--- config.mk ---
export PLATFORM = sky130hd
export DESIGN_NAME = avalon_st_sample_sink
export DESIGN_NICKNAME = d
export VERILOG_FILES = /design/src/rtl/synth_pkg.sv /design/src/rtl/sample_fifo.sv /design/src/rtl/avalon_st_sample_sink.sv
export SDC_FILE = /design/constraint.sdc
export NUM_CORES = 1
export LEC_CHECK = 0
export BUFFER_PORTS_ARGS = -buffer_cell sky130_fd_sc_hd__buf_2
export CAP_MARGIN = 20
export CORE_UTILIZATION = 50
export DETAILED_ROUTE_END_ITERATION = 16
export GPL_TIMING_DRIVEN = 0
export PLACE_DENSITY = 0.76
export SLEW_MARGIN = 20
export SYNTH_ARGS = -nofsm -noshare
export SYNTH_HDL_FRONTEND = slang
export SYNTH_SLANG_ARGS = --single-unit
--- constraint.sdc ---
create_clock -name clk -period 4.2 [get_ports clk]
set_input_delay 0.63 -clock clk [delete_from_list [all_inputs] [get_ports clk]]
set_output_delay 0.63 -clock clk [all_outputs]
set_load 0.01 [all_outputs]
--- src/rtl/synth_pkg.sv ---
// Shared sample types for the synthesizer audio path (mixer, DAC path, sample sink).
package synth_pkg;
   localparam int SAMPLE_W  = 24;
   localparam int ST_DATA_W = 32;
   localparam int UNDERRUN_W = 16;

   typedef logic signed [SAMPLE_W-1:0] sample_t;
endpackage

--- src/rtl/sample_fifo.sv ---
// Register-based FIFO: synchronous write, asynchronous read, occupancy tracked by an explicit count.
module sample_fifo #(
   parameter int DEPTH  = 16,
   parameter int DATA_W = 24,
   parameter int LVL_W  = $clog2(DEPTH) + 1
) (
   input  logic              clk,
   input  logic              n_rst,
   input  logic              push,
   input  logic [DATA_W-1:0] wr_data,
   input  logic              pop,
   output logic [DATA_W-1:0] rd_data,
   output logic              full,
   output logic              empty,
   output logic [LVL_W-1:0]  level
);
   localparam int PTR_W = $clog2(DEPTH);

   logic [DATA_W-1:0] mem [DEPTH];
   logic [PTR_W-1:0]  wr_ptr;
   logic [PTR_W-1:0]  rd_ptr;
   logic [LVL_W-1:0]  count;
   logic              do_push;
   logic              do_pop;

   assign full    = (count == LVL_W'(DEPTH));
   assign empty   = (count == '0);
   assign level   = count;
   assign do_push = push & ~full;
   assign do_pop  = pop & ~empty;
   assign rd_data = mem[rd_ptr];

   // Storage is not reset; only pointers and count carry state that matters.
   always_ff @(posedge clk) begin
      if (do_push) mem[wr_ptr] <= wr_data;
   end

   always_ff @(posedge clk or negedge n_rst) begin
      if (!n_rst) begin
         wr_ptr <= '0;
         rd_ptr <= '0;
         count  <= '0;
      end else begin
         if (do_push) wr_ptr <= wr_ptr + 1'b1;
         if (do_pop)  rd_ptr <= rd_ptr + 1'b1;
         case ({do_push, do_pop})
            2'b10:   count <= count + 1'b1;
            2'b01:   count <= count - 1'b1;
            default: count <= count;
         endcase
      end
   end
endmodule

--- src/rtl/avalon_st_sample_sink.sv ---
// Avalon-ST sample sink: buffers 24-bit samples and releases one per sample tick.
// Build option SINK_UNDERRUN_HOLD_EN: repeat the last popped sample on underrun instead of silence.
module avalon_st_sample_sink
   import synth_pkg::*;
#(
   parameter int DEPTH = 16,
   parameter int LVL_W = $clog2(DEPTH) + 1
) (
   input  logic                 clk,
   input  logic                 n_rst,
   input  logic [ST_DATA_W-1:0] asi_snk0_data,
   input  logic                 asi_snk0_valid,
   output logic                 asi_snk0_ready,
   input  logic                 i_sample_tick,
   output logic [SAMPLE_W-1:0]  o_sample,
   output logic                 o_sample_valid,
   output logic [LVL_W-1:0]     o_level,
   output logic [15:0]          o_underruns
);
`ifdef SINK_UNDERRUN_HOLD_EN
   localparam bit HOLD_EN = 1'b1;
`else
   localparam bit HOLD_EN = 1'b0;
`endif

   function automatic logic [UNDERRUN_W-1:0] sat_inc(input logic [UNDERRUN_W-1:0] v);
      return (v == {UNDERRUN_W{1'b1}}) ? v : v + 1'b1;
   endfunction

   logic                 rst_done;
   logic                 fifo_full;
   logic                 fifo_empty;
   logic [SAMPLE_W-1:0]  fifo_rd;
   logic                 push;
   logic                 pop;
   logic                 underrun;
   sample_t              sample_p1;
   logic                 vld_p1;
   logic [UNDERRUN_W-1:0] underruns;
   logic                 unused_hi;

   assign unused_hi      = ^asi_snk0_data[ST_DATA_W-1:SAMPLE_W];
   assign asi_snk0_ready = rst_done & ~fifo_full;
   assign push           = asi_snk0_valid & asi_snk0_ready;
   assign pop            = i_sample_tick & ~fifo_empty;
   assign underrun       = i_sample_tick & fifo_empty;

   sample_fifo #(
      .DEPTH  (DEPTH),
      .DATA_W (SAMPLE_W),
      .LVL_W  (LVL_W)
   ) u_fifo (
      .clk     (clk),
      .n_rst   (n_rst),
      .push    (push),
      .wr_data (asi_snk0_data[SAMPLE_W-1:0]),
      .pop     (pop),
      .rd_data (fifo_rd),
      .full    (fifo_full),
      .empty   (fifo_empty),
      .level   (o_level)
   );

   // Holds ready low during reset and releases it on the first clock afterwards.
   always_ff @(posedge clk or negedge n_rst) begin
      if (!n_rst) rst_done <= 1'b0;
      else        rst_done <= 1'b1;
   end

   // Stage p1: registered output sample, tick strobe and underrun counter
   always_ff @(posedge clk or negedge n_rst) begin
      if (!n_rst) begin
         sample_p1 <= '0;
         vld_p1    <= 1'b0;
         underruns <= '0;
      end else begin
         vld_p1 <= i_sample_tick;
         if (pop) begin
            sample_p1 <= sample_t'(fifo_rd);
         end else if (underrun) begin
            sample_p1 <= HOLD_EN ? sample_p1 : '0;
            underruns <= sat_inc(underruns);
         end
      end
   end

   assign o_sample       = sample_p1;
   assign o_sample_valid = vld_p1;
   assign o_underruns    = underruns;
endmodule

==> impl_summary.log <==
[metrics] initial antenna violation count: 0
[metrics] multiplexer area fraction after synthesis: 0.1562
[metrics] post-layout min period: 3.572 ns
[metrics] floorplan core area: 0.03362 mm2
[metrics] Clk Tree Root Cell: clkbuf_16
[metrics] simple-gate share of the synthesized area: 0.03688
[metrics] Remaining Overflow, GRT: 0
[metrics] Worst slew margin: 0.3364
[metrics] Post-Synthesis Cell Area: 0.01713 mm2
[metrics] number of clock buffers inserted by TritonCTS: 44
[metrics] count of vias placed by the detailed router: 8,490
[metrics] number of inserted filler cells in the final layout: 2,300
[metrics] Post-DRT Antenna Nets: 0
[metrics] average vias per placed instance: 5.933
[metrics] dominant combinational cell family by area after synthesis: multiplexers
[metrics] Worst Max-Slew Pin Slew: 0.9954 ns
[metrics] power density over cell area: 626.6 mW/mm2
[metrics] chain of cells forming the critical path: buf_4 -> or4_1 -> o211a_2 -> inv_1 -> ha_1 -> clkbuf_1 -> xor2_1 -> ha_1 -> a21boi_0 -> o32ai_1 -> nor4b_1 -> xnor2_1
[metrics] count of unresolved DRC violations after routing: 0
[metrics] post-synthesis share of cell area spent on xor and xnor gates: 0.01278
[metrics] combined flip-flop and latch cell area: 0.01291 mm2
[metrics] number of warning messages in the yosys log: 0
[metrics] compound-gate portion of the synthesized area: 0.02052
[metrics] drt first-iter violations: 928
[metrics] summed negative setup slack over all endpoints: 0 ns
[metrics] clock transition at the registers of the reported paths: 0.06 ns
[metrics] final worst path period share: 0.8505
[metrics] half-perimeter wire length after placement: 22,680 um
[metrics] crit-path most repeated cell: ha_1
[metrics] Yosys reg bits: 439
[metrics] most used flip-flop cell after synthesis: edfxtp_1
[metrics] Initial Util: 0.5097
[metrics] sort of element at the start of the critical path: register
[metrics] worst hold path class: primary input to async pin
[metrics] number of violations of the max-capacitance limit: 0
[metrics] Clock Latency Late Sink: 0.54 ns
[metrics] proportion of register bits with asynchronous set or reset after synthesis: 0.1253
[metrics] Die Y-Extent: 187.1 um
[metrics] clock tree from TritonCTS: yes
[metrics] number of resized instances in the post-cts repair step: 0
[metrics] result of the run: finished clean
[metrics] standard-cell rows: 67
[metrics] setup slack, reg-to-reg: 0.63 ns
[metrics] data arrival time of the critical path: 4.03 ns
[metrics] cts-stage hold buffer count: 0
[metrics] number of sinks on the clock net: 439
[metrics] sequential share of the synthesized area: 0.7533
[metrics] detailed-route wire length per cell: 25.06 um
[metrics] footprint of the multi-input gates: 0.004028 mm2
[metrics] number of H-tree branching levels: 2
[metrics] ratio of cells with drive above 1 in the final layout: 0.3123
[metrics] max-slew violation total from the final report: 0
[metrics] setup repair after global routing missed its margin: no
[metrics] number of buffers inserted to repair setup after CTS: 0
[metrics] peak supply drop: 0.3823 mV
[metrics] vias in the first global route: 8,760
[metrics] Final setup violation count: 0
[metrics] crit path max fanout: 10
[metrics] maximum cell stage delay along the critical path: 0.51 ns
[metrics] crit-path leading delay family: simple AND/OR/NAND/NOR gates
[metrics] Mean Syn Cell Area: 21.10 um2
[metrics] die boundary width: 187.1 um
[metrics] cell at the slowest stage of the critical path: or4_1
[metrics] total global-route track usage: 0.2113
[metrics] Die Outline Area: 0.03501 mm2
[metrics] number of diodes added for antenna fixing: 0
[metrics] gate count after technology mapping: 812
[metrics] leakage power: 6.861 nW
[metrics] launching point of the worst reg2reg path: u_fifo.level[1]
[metrics] pin count of the biggest net entering global routing: 30
[metrics] Critical Path RT: 4.66 ns
[metrics] area delta synth->final: 16.26%
[metrics] share of synthesized cell area in full adder, half adder and majority cells: 0.007302
[metrics] worst path bufs/invs: 3
[metrics] Clock Tree Buf Depth: 3
[metrics] buffers added on ports: 74
[metrics] CP endpoint kind: register
[metrics] total routed wirelength: 35,870 um
[metrics] post-synth net total: 858
[metrics] reg-to-reg critical path endpoint: u_fifo.level[4]
[metrics] final worst clock skew: 0.01482 ns
[metrics] wire length of the first global-routing pass: 54,230 um
[metrics] highest clock frequency the design can meet: 279.9 MHz
[metrics] reg2reg path depth: 12
[metrics] number of distinct library cells after synthesis: 48
[metrics] type of the setup path with the least slack: register to register
[metrics] global placement routability congestion: 0.7646
[metrics] number of placed I/O pins: 83
[metrics] Fin. Hold Viols: 0
[metrics] utilization after layout: 0.5925
[metrics] number of nets at the end of the flow: 994
[metrics] first drt pass iteration count: 5
[metrics] number of enable flip-flop cells after synthesis: 384
worst reg2reg max path: stages (launching register included):
cell	delay (ns)
dfrtp_1	0.37
buf_4	0.17
or4_1	0.51
o211a_2	0.32
inv_1	0.17
ha_1	0.23
clkbuf_1	0.34
xor2_1	0.20
ha_1	0.24
a21boi_0	0.20
o32ai_1	0.11
nor4b_1	0.48
xnor2_1	0.17
area by class of cell:
| type | count | area share |
|---|---|---|
| multi-input cells | 326 | 0.2022 |
| inverters | 6 | 0.001131 |
| repair buffers | 90 | 0.03970 |
| well taps | 448 | 0.02814 |
| plain buffers | 41 | 0.009862 |
| clock buffers | 54 | 0.06074 |
| clock inverters | 27 | 0.01024 |
| flip-flops and latches | 439 | 0.6480 |
cell families (layout without fill, tap and decap cells):
family	count (synthesis)	in the layout
AOI/OAI and AO/OA	44	44
xor gates and xnor gates	25	25
adders and majority gates	10	10
buffers and inverters	47	218
DFF	439	439
muxes	147	147
other	1	1
and+or+nand+nor	99	99
cells in the final DEF, fill, tap and decap left out, types with 12 or more instances in the layout:
master	netlist	final
and2_2	0	16
buf_16	0	13
buf_2	16	89
clkbuf_1	17	21
clkbuf_16	0	45
clkinv_2	0	14
dfrtp_1	55	55
edfxtp_1	384	384
mux2i_1	48	48
mux4_2	96	96
nand2b_1	27	27
o221ai_1	24	24
xnor2_1	13	13
xor2_1	12	12
state kept, by name (all words and copies together) (netlist names):
name            count
u_fifo.rd_ptr       4
u_fifo.wr_ptr       4
u_fifo.level        5
u_fifo.mem        384
rst_done            1
o_sample           24
o_sample_valid      1
o_underruns        16
power breakdown:
part / leakage (nW) / switching [mW] / internal, mW
Combinational: 2.02 / 1.80 / 1.55
Sequential: 4.15 / 0.200 / 5.14
Clock: 0.693 / 1.62 / 2.18
Yosys cell counts, types with 6 or more instances:
cell type  number  area (um2)
clkbuf_1       17       63.81
buf_2          16       80.08
nand4_1         6       37.54
nor3_1          6       30.03
o221ai_1       24       210.2
dfrtp_1        55        1376
edfxtp_1      384       11530
xor2_1         12       105.1
nand2b_1       27       168.9
ha_1           10       125.1
buf_4           6       45.04
mux4_2         96        2162
xnor2_1        13       113.9
nand2_1        10       37.54
and2_1         16       100.1
inv_1           6       22.52
mux2i_1        48       480.5
how the worst max path moves through the flow:
stage | startpoint | to | slack [ns] | cells after the start
after floorplan | u_fifo.level[1] | u_fifo.level[4] | 1.06 | 12
after global placement | u_fifo.level[1] | u_fifo.level[4] | 0.79 | 12
after detailed placement | u_fifo.level[1] | u_fifo.level[4] | 0.67 | 12
after CTS | u_fifo.level[1] | u_fifo.level[4] | 0.59 | 12
after global routing | u_fifo.level[1] | u_fifo.level[4] | 0.32 | 12
final | u_fifo.level[1] | u_fifo.level[4] | 0.63 | 12
through the flow:
| step | setup slack [ns] | hold slack, ns | area, um2 | total power, mW | instances |
|---|---|---|---|---|---|
| detailed placement | 0.6710 | 0.4752 | 18510 | 8.796 | 1350 |
| CTS | 0.5899 | 0.02436 | 19920 | 12.58 | 1431 |
| finish | 0.6278 | 0.02866 | 19920 | 12.48 | 1431 |
| floorplan | 1.062 | 0.3344 | 17130 | 7.681 | 812 |
| global route | 0.3151 | 0.04755 | 19920 | 12.98 | 1431 |
| global placement | 0.7906 | 0.4721 | 18060 | 8.631 | 1334 |
layer usage:
metal / vias to the layer above / wire [um] / GRT usage
met1: 4428 / 15120 / 0.2934
li1: 3617 / - / -
met4: 0 / 852 / 0.06084
met2: 378 / 17530 / 0.3463
met3: 67 / 2369 / 0.03696
met5: - / 0 / 0
Power figures use the tool's default switching activity.
